<file path="config.mk">
export PLATFORM = sky130hd
export DESIGN_NAME = alu_share_arbiter
export DESIGN_NICKNAME = d
export VERILOG_FILES = /design/src/rtl/alu_pkg.sv /design/src/rtl/rr_pick2.sv /design/src/rtl/alu_share_arbiter.sv
export SDC_FILE = /design/constraint.sdc
export NUM_CORES = 1
export LEC_CHECK = 0
export CORE_MARGIN = 1.5
export CORE_UTILIZATION = 40
export CTS_BUF_LIST = sky130_fd_sc_hd__clkbuf_8
export DETAILED_ROUTE_END_ITERATION = 10
export GPL_TIMING_DRIVEN = 0
export PLACE_DENSITY_LB_ADDON = 0.05
export SLEW_MARGIN = 20
export SYNTH_ARGS = -nofsm -noshare
export SYNTH_HDL_FRONTEND = slang
export SYNTH_HIERARCHICAL = 1
export SYNTH_SLANG_ARGS = --single-unit
export TNS_END_PERCENT = 100
</file>
<file path="constraint.sdc">
create_clock -name clk -period 4.22 [get_ports clk]
set_clock_uncertainty 0.2 [all_clocks]
set_input_delay 1.055 -clock clk [delete_from_list [all_inputs] [get_ports clk]]
set_output_delay 1.055 -clock clk [all_outputs]
set_load 0.01 [all_outputs]
</file>
<file path="src/rtl/alu_pkg.sv">
// Shared definitions for the two-port shared ALU: widths, opcodes and FSM encoding.
package alu_pkg;

    localparam int DATA_W = 64;
    localparam int OP_W   = 4;

    localparam logic [3:0] ALU_AND = 4'b0000;
    localparam logic [3:0] ALU_OR  = 4'b0001;
    localparam logic [3:0] ALU_ADD = 4'b0010;
    localparam logic [3:0] ALU_SUB = 4'b0110;
    localparam logic [3:0] ALU_NOR = 4'b1100;

    typedef enum logic [1:0] {
        IDLE = 2'd0,
        EXEC = 2'd1,
        RESP = 2'd2
    } state_t;

endpackage

</file>
<file path="src/rtl/rr_pick2.sv">
// Two-way round-robin picker: a lone valid requester wins, a tie goes to
// the requester that did not win last time.
module rr_pick2 (
    input  logic [1:0] valid,
    input  logic       last_grant,
    output logic       grant,
    output logic       any
);

    // Tie-break against the previous winner; otherwise pick whichever is valid.
    always_comb begin
        any = |valid;
        if (valid == 2'b11) begin
            grant = ~last_grant;
        end else begin
            grant = valid[1];
        end
    end

endmodule

</file>
<file path="src/rtl/alu_share_arbiter.sv">
// One 64-bit ALU shared by two requesters with round-robin arbitration and a
// single operation in flight: accept -> EXEC -> RESP -> IDLE.
//
// Handshakes: a request transfers on a rising edge where req_valid[i] and
// req_ready[i] are both 1; a response transfers on a rising edge where
// rsp_valid[i] and rsp_ready[i] are both 1. req_ready is a combinational
// function of req_valid, so requesters must not derive req_valid from
// req_ready. Once raised, rsp_valid/rsp_data/rsp_err hold until the owner
// takes the response.
module alu_share_arbiter
    import alu_pkg::*;
#(
    parameter int DATA_W = alu_pkg::DATA_W,
    parameter int OP_W   = alu_pkg::OP_W
) (
    input  logic              clk,
    input  logic              reset,
    input  logic [1:0]        req_valid,
    output logic [1:0]        req_ready,
    input  logic [DATA_W-1:0] req_a0,
    input  logic [DATA_W-1:0] req_b0,
    input  logic [OP_W-1:0]   req_op0,
    input  logic [DATA_W-1:0] req_a1,
    input  logic [DATA_W-1:0] req_b1,
    input  logic [OP_W-1:0]   req_op1,
    output logic [1:0]        rsp_valid,
    input  logic [1:0]        rsp_ready,
    output logic [DATA_W-1:0] rsp_data,
    output logic              rsp_err,
    output state_t            dbg_state
);

    state_t            state;
    logic              last_grant;
    logic              owner;
    logic [DATA_W-1:0] a_q;
    logic [DATA_W-1:0] b_q;
    logic [OP_W-1:0]   op_q;

    logic              grant;
    logic              any_valid;
    logic              accept;
    logic [DATA_W-1:0] alu_res;
    logic              alu_err;

    rr_pick2 u_pick (
        .valid      (req_valid),
        .last_grant (last_grant),
        .grant      (grant),
        .any        (any_valid)
    );

    assign dbg_state = state;
    assign accept    = |(req_valid & req_ready);

    // Offer ready only to the picked requester, only while idle and out of reset.
    always_comb begin
        req_ready = 2'b00;
        if (!reset && state == IDLE && any_valid) begin
            req_ready[grant] = 1'b1;
        end
    end

    // The shared ALU, evaluated on the captured operands; unknown opcodes flag err.
    always_comb begin
        alu_res = '0;
        alu_err = 1'b0;
        case (op_q)
            ALU_AND: alu_res = a_q & b_q;
            ALU_OR:  alu_res = a_q | b_q;
            ALU_ADD: alu_res = a_q + b_q;
            ALU_SUB: alu_res = a_q + ~b_q + {{(DATA_W-1){1'b0}}, 1'b1};
            ALU_NOR: alu_res = ~(a_q | b_q);
            default: alu_err = 1'b1;
        endcase
    end

    // Control FSM with registered operands, owner and response outputs.
    always_ff @(posedge clk) begin
        if (reset) begin
            state      <= IDLE;
            last_grant <= 1'b1;
            owner      <= 1'b0;
            a_q        <= '0;
            b_q        <= '0;
            op_q       <= '0;
            rsp_valid  <= 2'b00;
            rsp_data   <= '0;
            rsp_err    <= 1'b0;
        end else begin
            case (state)
                IDLE: begin
                    if (accept) begin
                        a_q        <= grant ? req_a1  : req_a0;
                        b_q        <= grant ? req_b1  : req_b0;
                        op_q       <= grant ? req_op1 : req_op0;
                        owner      <= grant;
                        last_grant <= grant;
                        state      <= EXEC;
                    end
                end
                EXEC: begin
                    rsp_data  <= alu_res;
                    rsp_err   <= alu_err;
                    rsp_valid <= owner ? 2'b10 : 2'b01;
                    state     <= RESP;
                end
                RESP: begin
                    if (rsp_ready[owner]) begin
                        rsp_valid <= 2'b00;
                        state     <= IDLE;
                    end
                end
                default: begin
                    rsp_valid <= 2'b00;
                    state     <= IDLE;
                end
            endcase
        end
    end

endmodule

</file>
==> run metrics <==
status finished, final reports clean; Die H 218 µm; total iterations of the first detailed-routing run 5; Final Core Density 52.5%; largest net degree at the start of global routing 20; initial core utilization 40.6%; Synth Net Count 2,967; maximum fanout along the worst path 7; fin area between 20,000 and 25,000 µm²; antenna violations before repair 1; CP required 4.54 ns; Reg clk slew, reported paths 0.07 ns; Comb pwr share around 45%; Post-Synthesis Mean Instance Area 7.41 µm²; Seq cells post-synth about 200; vias 20.7k; Detailed Place HPWL 65,900 µm; Worst slew margin roughly a fifth; placement-stage cell area roughly 23,000 µm²; Sw Share between 40% and 50%; endpoint class of the critical path register; period utilisation layout 98.8%; Period minus WS final 4.17 ns; RSZ-0062 raised after global routing yes; Final Max Tran Viols 0; asr flop ratio synth 0%; placed cells 3,433; Net Sw Power between 3 and 4 mW; predominant post-synthesis flop cell dfxtp_1; Worst EP arrival 4.49 ns; clock tree buffer depth 3; final setup TNS 0 ns; vias per std cell 5.87; startpoint types register; Synth Cell Area ~18,000 µm²; Syn Inst Count 2,493; nets@finish between 3k and 4k; ANT cells 0; I/O Buffers 339; core area roughly 45,000 µm²; FMAX 240 MHz; drt wl/cell 23.7 µm; Clock Power Share 25.9%; die area 47,500 µm²; Iter 0 DRT Violations 1,659; # DRC 0; boundary pin count approximately 340; Max Cap Viol 0; Worst-Margin Slew 1.18 ns; Top Usage Layer GRT met2; Die W 218 µm; hold_sp rsp_data[60]; met2 usage 55.0%; htree depth 2; maximum VDD drop between 0.0002 and 0.0003 V; Power Total 7.55 mW; share of layout cells above drive strength 1 5.69%; Num CTS Buffers 38; wire length of the first global-routing pass 123,000 µm; Post-synth EDFFs 0; Clock Latency Late Sink 0.65 ns; clock root cell clkbuf_8; CTS tree done; post-route ant nets 0; row cnt between 70 and 80; Global Route Usage Sum between 30 and 40%; FF-to-FF Start b_q[10]; CP Class register to register; Critical Path Start b_q[10]; post-detailed-routing wire length 83,400 µm; # setup viols final 0; Finished Layout Cells 3,516; Power Dens Cells between 300 and 400 nW/µm²; area delta synth->final 29.2%; Pleak just under 9 nW; final worst setup slack 0.0517 ns; Worst Hold Class register to register; Final Hold Fails 0; met3 usage approximately 6.1%; global routing met1 resource utilization 45.8%; Power Internal 4.29 mW; share of power burned in registers 28.9%; yosys warns 6; post-synthesis sequential area ratio 22.0%; CTS Sinks 203; GRT overflow 0; Placer Congestion 0.984; Post-CTS Hold Buffers 0; pre-CTS setup slack -1.38 ns; distinct cell type count after synthesis 74; Hold WS 0.273 ns; Worst R2R Setup Slack 0.05 ns; vias in the first global route 20.1k
-- critical path: stages, from the launching register on --
cell and delay [ns]:
dfxtp_1 0.40, inv_1 0.09, ha_2 0.43, inv_1 0.19
nor3_2 0.21, o211ai_1 0.11, buf_4 0.18, a211o_1 0.38
a31o_1 0.28, o21ba_2 0.25, nor4_4 0.30, a211oi_2 0.16
or3_1 0.34, a211o_1 0.31, a311oi_2 0.22
-- routing by layer --
metal	wire length, µm	vias up
li1	-	9760
met1	37200	9951
met2	37300	785
met3	5990	150
met4	2830	4
met5	26	-
-- kinds of logic after synthesis --
group	Yosys count	share of synthesized area, %
DFF	203	22.0
and+or+nand+nor	698	16.9
muxes	144	7.81
AOI/OAI and AO/OA	803	28.7
adders and majority gates	204	13.9
buffers and inverters	377	7.75
xor gates and xnor gates	64	3.03
-- path summary, 6_finish.rpt --
| check | end | cells past startpoint |
|---|---|---|
| worst min-delay path | rsp_data[60] | 2 |
| worst max-delay path | rsp_data[55] | 14 |
| worst max register to register | rsp_data[55] | 14 |
| worst min register to register | rsp_data[60] | 2 |
-- synthesized netlist by cell type (13+ instances only) --
cell | instances | area share, %
o31ai_1 | 37 | 1.5
a31oi_1 | 14 | 0.47
xnor2_1 | 59 | 2.8
dfxtp_1 | 203 | 22
nand2_1 | 122 | 2.5
clkbuf_1 | 138 | 2.8
a21o_1 | 18 | 0.73
nor2b_1 | 24 | 0.81
nand4_1 | 31 | 1.0
o211ai_1 | 19 | 0.77
a211oi_1 | 146 | 5.9
a221oi_1 | 63 | 3.0
nor4_1 | 42 | 1.4
o21ai_0 | 130 | 3.5
ha_1 | 202 | 14
mux2i_1 | 143 | 7.7
o21bai_1 | 34 | 1.4
a21oi_1 | 231 | 6.3
nor2_1 | 363 | 7.4
buf_1 | 20 | 0.41
nand3_1 | 27 | 0.73
a22oi_1 | 22 | 0.89
inv_1 | 205 | 4.2
nor3_1 | 35 | 0.95
nand2b_1 | 13 | 0.44
-- area by class of cell --
cell class / instances / area (µm²)
fillers: 4569 / 21600
multi-input cells: 1913 / 13300
flip-flops and latches: 203 / 4070
repair buffers: 361 / 3560
inverters: 208 / 781
well taps: 600 / 751
plain buffers: 165 / 697
clock buffers: 43 / 592
clock inverters: 23 / 140
-- timing repair --
| action | CTS | global route |
|---|---|---|
| resized for setup | 37 | 51 |
| setup buffers | 9 | 12 |
| setup endpoints to repair | 27 | 29 |
| pin swaps | 11 | 5 |
-- power groups by stage --
stage          combinational, mW  clock [mW]  sequential [mW]
2_1_floorplan               2.00           0             2.18
3_3_place_gp                3.18           0             2.22
3_5_place_dp                3.19           0             2.22
4_1_cts                     3.28        1.99             2.18
5_1_grt                     3.68        2.06             2.20
6_report                    3.41        1.96             2.19
-- flip-flops by register name, indices dropped and copies added, names as in the netlist --
register,count
rsp_valid,2
owner,1
dbg_state,2
last_grant,1
rsp_data,64
a_q,64
rsp_err,1
op_q,4
b_q,64
-- cells in the final DEF (no fill, tap or decap), types with 33 or more instances in the layout --
| master | count |
|---|---|
| a211oi_1 | 144 |
| nor2_1 | 362 |
| nor4_1 | 37 |
| o21ai_0 | 125 |
| clkbuf_8 | 43 |
| nor3_1 | 34 |
| o31ai_1 | 33 |
| o21bai_1 | 34 |
| clkbuf_1 | 122 |
| ha_1 | 199 |
| a21oi_1 | 223 |
| mux2i_1 | 143 |
| inv_1 | 214 |
| clkdlybuf4s50_1 | 339 |
| dfxtp_1 | 201 |
| a221oi_1 | 61 |
| nand2_1 | 121 |
| xnor2_1 | 59 |
Power figures use the tool's default switching activity.
